**src/rtl/excess3_digit_rx.sv**
```systemverilog
// Bit-serial Excess-3 digit receiver: assembles LSB-first 4-bit codes, drops
// illegal ones, and buffers up to two legal codes behind a valid/ready port.
module excess3_digit_rx #(
  parameter int ERRW = 8
) (
  input  logic            CLK,
  input  logic            RST,
  input  logic            SIN,
  input  logic            SVALID,
  input  logic            SYNC,
  output logic [3:0]      OT,
  output logic            OVALID,
  input  logic            ORDY,
  output logic            ERR,
  output logic            OVF,
  output logic [ERRW-1:0] ERRCNT
);

  localparam logic [ERRW-1:0] ERRCNT_ONE = {{(ERRW-1){1'b0}}, 1'b1};
  localparam logic [3:0]      XS3_ZERO   = 4'b0011;

  // Assembler state
  logic [2:0] shr;
  logic [1:0] bcnt;

  // FIFO state
  logic [3:0] mem [2];
  logic       wr_ptr;
  logic       rd_ptr;
  logic [1:0] count;

  logic       take_last;
  logic [3:0] cand;
  logic       legal;
  logic       pop;
  logic       push;
  logic       err_next;
  logic       ovf_next;

  // SYNC forces the current bit to position 0, so it can never complete a code.
  assign take_last = SVALID && !SYNC && (bcnt == 2'd3);
  assign cand      = {SIN, shr};
  assign legal     = (cand >= 4'd3) && (cand <= 4'd12);
  assign pop       = OVALID && ORDY;
  assign push      = take_last && legal && ((count != 2'd2) || pop);
  assign ovf_next  = take_last && legal && (count == 2'd2) && !pop;
  assign err_next  = take_last && !legal;

  always_ff @(posedge CLK or posedge RST) begin
    if (RST) begin
      shr  <= 3'd0;
      bcnt <= 2'd0;
    end else if (SVALID) begin
      if (take_last) begin
        bcnt <= 2'd0;
      end else begin
        shr  <= {SIN, shr[2:1]};
        bcnt <= SYNC ? 2'd1 : bcnt + 2'd1;
      end
    end
  end

  // Storage carries no reset; the empty condition masks stale contents.
  always_ff @(posedge CLK) begin
    if (push) begin
      mem[wr_ptr] <= cand;
    end
  end

  always_ff @(posedge CLK or posedge RST) begin
    if (RST) begin
      wr_ptr <= 1'b0;
      rd_ptr <= 1'b0;
      count  <= 2'd0;
    end else begin
      if (push) begin
        wr_ptr <= ~wr_ptr;
      end
      if (pop) begin
        rd_ptr <= ~rd_ptr;
      end
      case ({push, pop})
        2'b10:   count <= count + 2'd1;
        2'b01:   count <= count - 2'd1;
        default: count <= count;
      endcase
    end
  end

  always_ff @(posedge CLK or posedge RST) begin
    if (RST) begin
      ERR    <= 1'b0;
      OVF    <= 1'b0;
      ERRCNT <= '0;
    end else begin
      ERR <= err_next;
      OVF <= ovf_next;
      if (err_next && (ERRCNT != {ERRW{1'b1}})) begin
        ERRCNT <= ERRCNT + ERRCNT_ONE;
      end
    end
  end

  assign OVALID = (count != 2'd0);
  assign OT     = OVALID ? mem[rd_ptr] : XS3_ZERO;

endmodule

```
**config.mk**
```make
export PLATFORM = sky130hd
export DESIGN_NAME = excess3_digit_rx
export DESIGN_NICKNAME = d
export VERILOG_FILES = /design/src/rtl/excess3_digit_rx.sv
export SDC_FILE = /design/constraint.sdc
export NUM_CORES = 1
export LEC_CHECK = 0
export CAP_MARGIN = 10
export CORE_UTILIZATION = 58
export CTS_BUF_LIST = sky130_fd_sc_hd__clkbuf_8
export DETAILED_ROUTE_END_ITERATION = 8
export PLACE_DENSITY_LB_ADDON = 0.25
export SLEW_MARGIN = 0
export SYNTH_ARGS = -nofsm -noshare
export SYNTH_HDL_FRONTEND = slang
export SYNTH_SLANG_ARGS = --single-unit
export TNS_END_PERCENT = 5
```
**constraint.sdc**
```tcl
create_clock -name CLK -period 4.7 [get_ports CLK]
set_clock_uncertainty 0.15 [all_clocks]
set_input_delay 1.175 -clock CLK [delete_from_list [all_inputs] [get_ports CLK]]
set_output_delay 1.175 -clock CLK [all_outputs]
set_load 0.05 [all_outputs]
```
==> results of run 1 <==
## cell usage after synthesis (all sizes together) (2+ instances only)
cell type / instances / area share
dfrtp: 19 / 0.39
nand2: 11 / 0.034
nor2: 11 / 0.034
edfxtp: 8 / 0.20
mux2: 6 / 0.056
nor3: 6 / 0.025
a21oi: 5 / 0.021
xor2: 5 / 0.036
inv: 4 / 0.012
mux2i: 4 / 0.033
nand3: 3 / 0.012
and3: 2 / 0.010
ha: 2 / 0.021
nand2b: 2 / 0.010
nor4: 2 / 0.010
or3: 2 / 0.015
xnor2: 2 / 0.015
## metal layers
metal	vias to the layer above	global-route usage
li1	408	-
met1	412	0.198
met2	18	0.375
met3	0	0.0491
met4	0	0.0556
met5	-	0
## path summary, 6_finish.rpt
| kind | to | slack (ns) | cells past startpoint | start |
|---|---|---|---|---|
| min in group asynchronous | count[1]$_DFFE_PP0P_ | 1.16 | 2 | RST |
| worst min register to register | wr_ptr$_DFFE_PP0P_ | 0.36 | 1 | wr_ptr$_DFFE_PP0P_ |
| worst max-delay path | OT[1] | 1.40 | 4 | count[0]$_DFFE_PP0P_ |
| worst max register to register | mem[0][1]$_DFFE_PP_ | 2.73 | 5 | bcnt[0]$_DFFE_PP0P_ |
| max in group asynchronous | shr[0]$_DFFE_PP0P_ | 2.79 | 2 | RST |
| worst min-delay path | wr_ptr$_DFFE_PP0P_ | 0.36 | 1 | wr_ptr$_DFFE_PP0P_ |
## area by class of cell
type	instances	area [um^2]
timing repair buffer	20	200
inverter	4	15.0
sequential	27	716
clock inverter	1	5.00
fill	144	479
tap	27	33.8
multi-input combinational	71	472
clock buffer	3	41.3
## power by group through the flow
stage                     registers (mW)  clock network [mW]  logic [mW]
final                              0.310               0.128       0.143
after floorplan                    0.329                   0      0.0861
after CTS                          0.311               0.129       0.145
after global routing               0.317               0.140       0.155
after global placement             0.313                   0       0.139
after detailed placement           0.316                   0       0.144
## registers in the layout (all words and copies together) (netlist names)
signal and cells:
ERRCNT 8, mem 8, shr 3, bcnt 2
count 2, ERR 1, OVF 1, rd_ptr 1
wr_ptr 1
## worst max-delay path, stage by stage (launching register included)
cell	delay, ns
sky130_fd_sc_hd__dfrtp_1	0.46
sky130_fd_sc_hd__nor2_1	0.21
sky130_fd_sc_hd__inv_1	0.13
sky130_fd_sc_hd__nand2_1	0.09
sky130_fd_sc_hd__clkdlybuf4s50_1	0.81
## cell families after synthesis
family | count (synthesis) | synth area share
adders and majority gates | 2 | 0.0207
and+or+nand+nor | 43 | 0.179
muxes | 10 | 0.0892
AOI/OAI and AO/OA | 9 | 0.0508
xor gates and xnor gates | 7 | 0.0508
DFF | 27 | 0.593
buffers and inverters | 5 | 0.0156
## through the flow
step,hold WS (ns),setup WS [ns],util,cell area [um^2],std cells
after floorplan,0.310,2.06,-,1210,103
after global placement,0.334,1.62,0.732,1440,149
after detailed placement,0.343,1.55,0.732,1440,149
after CTS,0.359,1.38,0.756,1480,153
after global routing,0.387,1.26,0.756,1480,153
final,0.363,1.40,0.756,1480,153
==> parameters.txt, run 1 <==
Parameter                              Value

CTS
  TritonCTS clock tree    yes
  Number of sinks on the clock net    27
  Insertion delay of the later-clocked pin in the worst-skew pair    0.27 ns
  Buffers inserted during post-CTS setup optimization    0
  Inserted Clock Buffers    3
  Deepest clock path buffer count    2
  H-tree depth reported by CTS    1
  # resized after CTS    0
  Cts hold-fix bufs    0
  Clock slew at the register clock pins of the worst setup and hold paths    0.09 ns
  Root buffer cell    sky130_fd_sc_hd__clkbuf_8

Timing
  Post-Route Setup TNS    0 ns
  Post-layout min period    3.30 ns
  Final Hold Viols    0
  Transition at the pin with the smallest max-transition slack    0.706 ns
  Setup-violating endpoint count in the final report    0
  Final Slew Violations    0
  Highest clock frequency the design can meet    0.303 GHz
  Share of the clock period used by the worst path    0.702
  RSZ-0062 raised after global routing    false
  Rel. slew slack    0.529

Place
  DP Wirelength    1540 um
  Port Buffers    20
  Global placer's final weighted congestion    0.782

Floorplan
  Number of top-level pins    21
  Die Y-Extent    47.6 um
  Initial cell density of the core    0.615
  Number of cell rows    16
  Chip width    47.6 um
  Area of the placeable core    1960 um^2
  Die Footprint    2270 um^2

Pwr
  PwrDens    392 nW/um^2
  Clock network fraction of total power    0.220
  Overall power    0.581 mW
  Sw Pwr    0.184 mW
  Power Internal    0.397 mW
  Share of power burned in combinational logic    0.246
  Switching share of power    0.316
  Maximum resistive drop on vdd    0.411 mV
  Static leakage    0.655 nW
  Sequential fraction of design power    0.534

Synth
  Share of flip-flops with an asynchronous set or reset after synthesis    0.704
  Number of distinct library cells after synthesis    27
  Per-instance average area after synthesis    11.7 um^2
  FF+latch count, synth    27
  Netlist area before placement    1210 um^2
  Yosys warning count    0
  Number of enable-type register cells in the synthesized netlist    8
  Register area share after synthesis    0.593
  Net count of the mapped netlist    111
  Primary FF master, synth    sky130_fd_sc_hd__dfrtp_1
  Gate Count Post-Synth    103

Detailed routing
  Total iterations of the first detailed-routing run    4
  Total routed wire length on the met1 layer    822 um
  Via/cell ratio    5.48
  DRC violations left    0
  DR top layer    met3
  Post-DR wirelength/cell    13.3 um
  Detail Route met2 WL    1110 um
  Total wirelength of the detailed-routed design    2040 um
  Initial drt markers    4
  Antenna-violating nets left    0
  Number of vias in the routed layout    838
  Met3 wire len    105 um

Worst setup path
  Largest fanout on the critical path    8
  Startpoint type of the worst setup path    flop
  Crit end category    output pin
  Worst endpoint required time    3.38 ns
  Type of the setup path with the least slack    reg -> out
  CP arrival    1.97 ns

Run
  Max Cap Violations    0

Final layout
  Fraction of layout cells with a size suffix above 1    0.103
  Area growth, synth to finish    22.9%
  Commonest non-fill, non-tap cell in the layout    sky130_fd_sc_hd__clkdlybuf4s50_1
  Count of nets after finishing    135
  Most frequent cells in the layout    sky130_fd_sc_hd__clkdlybuf4s50_1, sky130_fd_sc_hd__dfrtp_1, sky130_fd_sc_hd__nor2_1, sky130_fd_sc_hd__nand2_1, sky130_fd_sc_hd__edfxtp_1
  Number of diodes added for antenna fixing    0

GRT
  First-pass GRT wire length    2950 um
  Grt ovf    0
  Vias in the first global route    777
  Maximum number of pins on one net before global-route repair    20
  Total routing resource utilization after global routing    0.191
  Number of antenna violations at the first check in global routing    0

Min path
  Hold Path Class    reg -> reg

Outcome
  Run status    finished, final reports clean
Note: power is estimated with default switching activity, not from simulation.
==> run 2, diff against run 1 <==
--- a/config.mk
+++ b/config.mk
@@ -6,7 +6,7 @@
 export NUM_CORES = 1
 export LEC_CHECK = 0
 export CAP_MARGIN = 10
-export CORE_UTILIZATION = 58
+export CORE_UTILIZATION = 48
 export CTS_BUF_LIST = sky130_fd_sc_hd__clkbuf_8
 export DETAILED_ROUTE_END_ITERATION = 8
 export PLACE_DENSITY_LB_ADDON = 0.25
==> constraint.sdc (replaced) <==
create_clock -name CLK -period 3 [get_ports CLK]
set_clock_uncertainty 0.15 [all_clocks]
set_input_delay 0.75 -clock CLK [delete_from_list [all_inputs] [get_ports CLK]]
set_output_delay 0.75 -clock CLK [all_outputs]
set_load 0.05 [all_outputs]
==> run 2 against run 1 <==
Count of clock-buffer cells in the layout unchanged. Global-route usage decreased by 0.74 points. Power increased by 58%. Routed wire length decreased by 0.93%. Setup slack got worse by 1.1 ns. Design area increased by 0.59%. Highest routed layer is now met4. Utilization decreased by 11 points. Worst hold slack improved by 0.0039 ns.
==> parameters.txt, run 2 (synthesis gave the netlist of run 1 again) <==
Parameter                              Value

Timing
  Final Hold Viols    0
  Post-Route Setup TNS    0 ns
  Share of the clock period used by the worst path    0.907
  Setup-violating endpoint count in the final report    0
  Highest clock frequency the design can meet    0.367 GHz
  Rel. slew slack    0.536
  Transition at the pin with the smallest max-transition slack    0.695 ns
  Final Slew Violations    0
  RSZ-0062 raised after global routing    false
  Post-layout min period    2.72 ns

Worst setup path
  Type of the setup path with the least slack    reg -> out
  Sum of buffers and inverters on the critical path    2
  Crit end category    output pin
  Startpoint type of the worst setup path    flop
  Cell-by-cell listing of the critical path    nor2_1 -> inv_1 -> clkdlybuf4s50_1
  Slowest cell on crit path    sky130_fd_sc_hd__clkdlybuf4s50_1
  Delay contributed by the slowest stage of the critical path    0.83 ns
  Worst endpoint required time    2.10 ns
  CP arrival    1.82 ns
  Gate family responsible for the most delay along the worst path    buffers and inverters
  Largest fanout on the critical path    8

Detailed routing
  Number of vias in the routed layout    815
  Via/cell ratio    5.29
  Antenna-violating nets left    0
  Total wirelength of the detailed-routed design    2020 um
  Post-DR wirelength/cell    13.1 um
  Total iterations of the first detailed-routing run    4
  Initial drt markers    14
  DRC violations left    0

CTS
  Insertion delay of the later-clocked pin in the worst-skew pair    0.27 ns
  Root buffer cell    sky130_fd_sc_hd__clkbuf_8
  Buffers inserted during post-CTS setup optimization    0
  Number of sinks on the clock net    27
  Clock slew at the register clock pins of the worst setup and hold paths    0.09 ns
  H-tree depth reported by CTS    1
  Deepest clock path buffer count    2
  TritonCTS clock tree    yes
  Inserted Clock Buffers    3

Final layout
  Fraction of layout cells with a size suffix above 1    0.103
  Commonest non-fill, non-tap cell in the layout    sky130_fd_sc_hd__dfrtp_1
  Number of diodes added for antenna fixing    0
  Top Registers    ERRCNT: 8 flops, mem: 8 flops, shr: 3 flops
  Area growth, synth to finish    23.7%
  Count of nets after finishing    135
  Most frequent cells in the layout    sky130_fd_sc_hd__dfrtp_1, sky130_fd_sc_hd__clkdlybuf4s50_1, sky130_fd_sc_hd__nor2_1, sky130_fd_sc_hd__nand2_1, sky130_fd_sc_hd__edfxtp_1

Place
  Global placer's final weighted congestion    0.824
  DP Wirelength    1560 um
  Port Buffers    20

Pwr
  Static leakage    0.651 nW
  PwrDens    615 nW/um^2
  Maximum resistive drop on vdd    0.547 mV
  Overall power    0.918 mW

Run
  Max Cap Violations    0

Floorplan
  Number of top-level pins    21
  Number of cell rows    17
  Die Footprint    2720 um^2
  Initial cell density of the core    0.525
  Area of the placeable core    2300 um^2
  Chip width    52.1 um
  Die Y-Extent    52.1 um

GRT
  Vias in the first global route    792
  Total routing resource utilization after global routing    0.184
  Layer carrying the most global-route usage    met2
  Met1 GRT Util    0.231
  Met2 layer usage reported by global route    0.308
  GRT met3 Usage    0.0526
  First-pass GRT wire length    3540 um
  Grt ovf    0
  Number of antenna violations at the first check in global routing    0
  Maximum number of pins on one net before global-route repair    20

Outcome
  Run status    finished, final reports clean

Min path
  Hold Path Class    reg -> reg
[run 2: final timing paths]
check	startpoint	end	slack, ns	cells after the start
hold reg to reg	bcnt[1]$_DFFE_PP0P_	bcnt[1]$_DFFE_PP0P_	0.37	1
min in group asynchronous	RST	ERRCNT[2]$_DFFE_PP0P_	0.72	2
setup reg to reg	bcnt[0]$_DFFE_PP0P_	mem[0][3]$_DFFE_PP_	1.00	5
hold / removal	bcnt[1]$_DFFE_PP0P_	bcnt[1]$_DFFE_PP0P_	0.37	1
max in group asynchronous	RST	wr_ptr$_DFFE_PP0P_	1.54	2
setup / recovery	count[0]$_DFFE_PP0P_	OVALID	0.28	3
[run 2: area by class of cell]
type,instances,area [um^2]
sequential,27,716
timing repair buffer,20,205
inverter,4,15.0
clock buffer,3,41.3
multi-input combinational,71,472
tap,28,35.0
fill,194,806
clock inverter,1,7.51
[run 2: metal layers]
layer	routed length (um)	part of all wire
met1	878	0.44
met2	1040	0.51
met3	81	0.040
met4	20	0.0099
met5	0	0
[run 2: power by group]
part	switching, mW	internal, mW	leakage (nW)
sequential	0.0576	0.430	0.320
combinational	0.125	0.0998	0.310
clock	0.111	0.0943	0.0217
[run 2: repair_timing]
action                                 CTS  global route
setup endpoints to repair                0             2
endpoints found under the hold margin    0             0
hold buffers                             0             0
gates resized for setup                  0             2
[run 2: stage by stage]
step            util  hold slack (ns)  cells  worst slack, ns  instance area (um^2)
2_1_floorplan      -            0.310    103            0.783                  1210
3_3_place_gp   0.626            0.334    150            0.343                  1440
3_5_place_dp   0.626            0.353    150            0.272                  1440
4_1_cts        0.647            0.373    154            0.122                  1490
5_1_grt        0.649            0.389    154            0.142                  1490
6_report       0.649            0.367    154            0.278                  1490
==> variant 1: new RTL, settings of run 2 <==
Make the reset (`RST`) synchronous in 3 clocked blocks.
--- a/src/rtl/excess3_digit_rx.sv
+++ b/src/rtl/excess3_digit_rx.sv
@@ -47,5 +47,5 @@
   assign err_next  = take_last && !legal;
 
-  always_ff @(posedge CLK or posedge RST) begin
+  always_ff @(posedge CLK) begin
     if (RST) begin
       shr  <= 3'd0;
@@ -68,5 +68,5 @@
   end
 
-  always_ff @(posedge CLK or posedge RST) begin
+  always_ff @(posedge CLK) begin
     if (RST) begin
       wr_ptr <= 1'b0;
@@ -88,5 +88,5 @@
   end
 
-  always_ff @(posedge CLK or posedge RST) begin
+  always_ff @(posedge CLK) begin
     if (RST) begin
       ERR    <= 1'b0;
Function: differs if RST is asserted again (counterexample within 10 cycles, from zero or initial values and one cycle with RST high); with RST held inactive, the same outputs for 10 cycles.
==> variant 1 against run 2 <==
- count of clock-buffer cells in the layout unchanged
- sequential share of layout area down 7.2 points
- wire length up 22%
- final area up 5.3%
- cell count up 19%
- sequential cell count up 1
- worst setup slack better by 17 ps
- area after synthesis up 4.0%
- via count up 32%
- first-iteration DRC count rose to 3.0 times the old value
- critical endpoint is now OT[1]
Power is not compared: it rests on default switching activity, and its combinational part moved more than twofold at a synthesized area within 25%.
==> variant 1: results (changes against run 2) <==
cells_and_area:
  final_layout_size_suffix_gt1_frac: 0.0588  # -0.0444
  finish.instance_area_sq_um: 1570  # +5.3%
  finish.net_count: 162  # +20%
  final.fill_count: 213  # +9.8%
yosys:
  synth_commonest_cells: "dfxtp_1, nor2_1, nand2_1"
  synth_fp_nets: 138  # +24%
  synth_seq_area_share: 0.510  # -0.0829
  synth.top_cells.by_area: "dfxtp_1, edfxtp_1, mux2i_1, nor2_1, a21oi_1"
  async_reset_ff_frac: 0  # -0.704
global_route:
  grtUsageTotal: 0.206  # +0.0221
  grt_first_pass_wirelength_um: 4200  # +19%
  maximum_number_of_pins_on_one_net_before_global_route_repair: 22  # +10%
  first_global_vias: 962  # +21%
placed_design:
  routabilityCongestion: 0.735  # -11%
  detailed_place.area_sq_um: 1500  # +4.3%
  pre_cts_slack_ps: 160  # -112 ps
critical_path:
  critical_path_data_arrival_time_ps: 1800  # -20 ps
  max_fo_critical_path: 6  # -2
  crit_family: "buffers and inverters"
  timing.rr.start: "bcnt[0]"
  critical-path-slowest-cell: "clkdlybuf4s50_1"
  critPathMaxStageDelay_ps: 790  # -40 ps
run_status:
  run_status: "finished, final reports clean"
clock_network:
  cts_setup_buffers: 0  # unchanged
worst_hold_path:
  hold_start: "ERRCNT[4]"
  min_to: "ERRCNT[4]"
  min_delay_path_depth: 2  # +1
drt:
  viasPerCell: 5.86  # +11%
  initialDrtViolationCount: 42  # +28
  drt_pass1_iterations: 6  # +2
  post_detailed_routing_wire_length_um: 2450  # +22%
sta:
  worst_slew_margin_rel: 0.507  # -0.0290
[variant 1: cell types whose count changed after synthesis, sizes merged, moves of 3 or more]
cell,before,now
dfxtp,0,20
dfrtp,19,0
mux2,6,0
a21oi,5,10
nand3,3,8
nor2,11,16
o31ai,0,5
a211oi,1,5
nor3,6,2
or4,0,4
xor2,5,1
o21ai,0,3
[variant 1: cells by family (layout without fill, tap and decap cells)]
logic type,Yosys count,in the layout,share of synthesized area
multiplexers,6,6,0.0479
adder cells (fa/ha/maj),2,2,0.0199
AND/OR/NAND/NOR,55,55,0.222
buffers and inverters,7,30,0.0219
flip-flops,28,28,0.510
AO/OA/AOI/OAI,29,29,0.157
XOR/XNOR,3,3,0.0209
[variant 1: layer usage]
metal | GRT usage | vias up | wire, um
met3 | 0.0546 | 5 | 106
met1 | 0.262 | 512 | 1110
met2 | 0.340 | 25 | 1210
met5 | 0 | - | 0
li1 | - | 530 | -
met4 | 0.0614 | 0 | 22
[variant 1: how the worst max path moves through the flow]
| stage | cells after the start | slack (ps) | endpoint |
|---|---|---|---|
| floorplan | 5 | 760 | ERRCNT[7] |
| global placement | 6 | 230 | ERRCNT[6] |
| detailed placement | 6 | 160 | ERRCNT[6] |
| CTS | 4 | 280 | OT[1] |
| global route | 4 | 150 | OT[0] |
| finish | 4 | 300 | OT[1] |
[variant 1: power groups by stage]
stage	Combinational [mW]	Clock, mW	Sequential, mW
3_3_place_gp	0.0294	0	0.403
6_report	0.0308	0.294	0.395
5_1_grt	0.0353	0.317	0.396
3_5_place_dp	0.0310	0	0.404
4_1_cts	0.0310	0.299	0.395
2_1_floorplan	0.0176	0	0.403
[variant 1: worst min-delay path, stage by stage, from the launching register on]
cell	delay [ps]
dfxtp_1	340
o31ai_1	70
a21oi_1	60
[variant 1: cell type report]
cell class | count | share of cell area
well taps | 30 | 0.0239
inverters | 3 | 0.00717
flip-flops and latches | 28 | 0.408
clock inverters | 1 | 0.0191
clock buffers | 3 | 0.0263
repair buffers | 23 | 0.142
multi-input cells | 95 | 0.374
[variant 1: per-stage QoR]
step,instances,hold slack [ps]
after global placement,179,332
after global routing,183,399
after floorplan,130,315
after detailed placement,179,345
after CTS,183,361
final,183,358
==> variant 2: new RTL, settings of run 2 <==
Made on the original files. Change the parameter `ERRW` from 8 to 16.
--- a/src/rtl/excess3_digit_rx.sv
+++ b/src/rtl/excess3_digit_rx.sv
@@ -2,5 +2,5 @@
 // illegal ones, and buffers up to two legal codes behind a valid/ready port.
 module excess3_digit_rx #(
-  parameter int ERRW = 8
+  parameter int ERRW = 16
 ) (
   input  logic            CLK,
Interface: changed (resized ERRCNT); port bits go from 21 to 29. No check against the original RTL was run, so the function may have changed too.
==> variant 2 against run 2 <==
- utilization decreased by 1.7 points
- clock power rose by 53%
- area after synthesis up 40%
- combinational power grew 39%
- wire length up 64%
- worst setup slack got worse by 98 ps
- sequential cell count up 8
- synthesized cell count is 46% higher
- final area increased by 43%
- power increased by 33%
- first-iteration DRC count grew to 4.1 times the old value
==> variant 2: results (changes against run 2) <==
cells_and_area:
  final.fill_count: 281  # +45%
  final_layout_size_suffix_gt1_frac: 0.0963  # -0.00692
  largestRegisters: "ERRCNT: 16 flops, mem: 8 flops, shr: 3 flops"
yosys:
  async_reset_ff_frac: 0.771  # +0.0677
  synth_fp_nets: 158  # +42%
  synth.top_cells.by_area: "dfrtp_1, edfxtp_1, xnor2_1, nand4_1, xor2_1"
  yosys.cell_types.count: 38  # +41%
  synth_seq_area_share: 0.541  # -0.0523
  synth_commonest_cells: "dfrtp_1, nand2_1, nor2_1"
sta:
  fin_hold_ws_ps: 344  # -22.8 ps
  worst_slew_margin_rel: 0.644  # +0.108
critical_path:
  critical_path_data_arrival_time_ps: 1920  # +100 ps
  reg2reg_slack_ps: 950  # -50 ps
  max_fo_critical_path: 6  # -2
  crit-reg2reg-capture: "mem[0][0]"
global_route:
  maximum_number_of_pins_on_one_net_before_global_route_repair: 28  # +40%
  first_global_vias: 1164  # +47%
  grt_first_pass_wirelength_um: 5420  # +53%
  grtUsageTotal: 0.204  # +0.0205
run_status:
  run_status: "finished, final reports clean"
clock_network:
  cts-buffers-inserted: 5  # +2
  clock_path_buffers: 2  # unchanged
  cts_htree_levels: 2  # +1
  worst_setup_hold_path_clk_slew_ps: 70  # -20 ps
  clk_latency_ps: 290  # +20 ps
worst_hold_path:
  hold_start: "count[0]"
  min-delay-path-class: "flop to flop"
placed_design:
  io_buffer_count: 28  # +40%
  routabilityCongestion: 0.789  # -4.2%
  dp_hpwl_um: 2440  # +57%
  detailed_place.area_sq_um: 2050  # +42%
drt:
  post_detailed_routing_wire_length_um: 3320  # +64%
  detailroute.via_count: 1294  # +59%
  initialDrtViolationCount: 58  # +44
power_and_ir_drop:
  worst_ir_drop_on_vdd_uv: 331  # -39%
  power_leakage_nw: 0.924  # +42%
## variant 2: changes by cell type in the layout (fill, tap and decap cells not counted), moves of 3 or more
cell | before | now
dfrtp_1 | 19 | 27
and2_1 | 0 | 3
buf_4 | 0 | 3
clkdlybuf4s50_1 | 18 | 28
xnor2_1 | 2 | 9
and3_1 | 2 | 5
inv_1 | 4 | 12
nand4_1 | 1 | 10
## variant 2: logic make-up after synthesis
family	Yosys count	synth area share
AOI/OAI and AO/OA	17	0.0776
DFF	35	0.541
adders and majority gates	2	0.0148
xor gates and xnor gates	16	0.0828
buffers and inverters	11	0.0244
muxes	10	0.0628
and+or+nand+nor	59	0.197
## variant 2: critical path, stage by stage (launching register included)
cell	delay, ps
dfrtp_1	460
nor2_1	200
inv_1	110
nand2_1	70
clkdlybuf4s50_1	800
## variant 2: cell type report
| cell class | instances | share of cell area |
|---|---|---|
| clock inverters | 3 | 0.00530 |
| flip-flops and latches | 35 | 0.431 |
| multi-input cells | 104 | 0.346 |
| well taps | 46 | 0.0271 |
| clock buffers | 5 | 0.0324 |
| repair buffers | 31 | 0.142 |
| inverters | 9 | 0.0159 |
## variant 2: power by group
| part | switching, mW | total, mW | internal (mW) |
|---|---|---|---|
| sequential | 0.0570 | 0.593 | 0.536 |
| clock | 0.161 | 0.316 | 0.155 |
| combinational | 0.193 | 0.313 | 0.121 |
## variant 2: per-layer routing
metal | up-vias | global-route usage | share of wire
met5 | - | 0 | 0
li1 | 616 | - | -
met4 | 0 | 0.0794 | 0.013
met3 | 6 | 0.0567 | 0.045
met2 | 32 | 0.304 | 0.47
met1 | 640 | 0.287 | 0.47
## variant 2: metrics by stage
step | instances | worst slack (ps) | power (mW) | utilization
2_1_floorplan | 150 | 783 | 0.815 | -
3_3_place_gp | 225 | 244 | 0.904 | 0.608
3_5_place_dp | 225 | 193 | 0.915 | 0.608
4_1_cts | 233 | 180 | 1.23 | 0.632
5_1_grt | 233 | 56.2 | 1.28 | 0.632
6_report | 233 | 180 | 1.22 | 0.632
## variant 2: how the worst max path moves through the flow
stage / from / end / slack (ps) / cells after the start
after global placement: SIN / ERRCNT[12] / 240 / 5
after CTS: count[1] / OT[0] / 180 / 4
after global routing: count[1] / OT[1] / 60 / 4
after floorplan: rd_ptr / OT[2] / 780 / 3
final: count[1] / OT[0] / 180 / 4
after detailed placement: SIN / ERRCNT[12] / 190 / 5
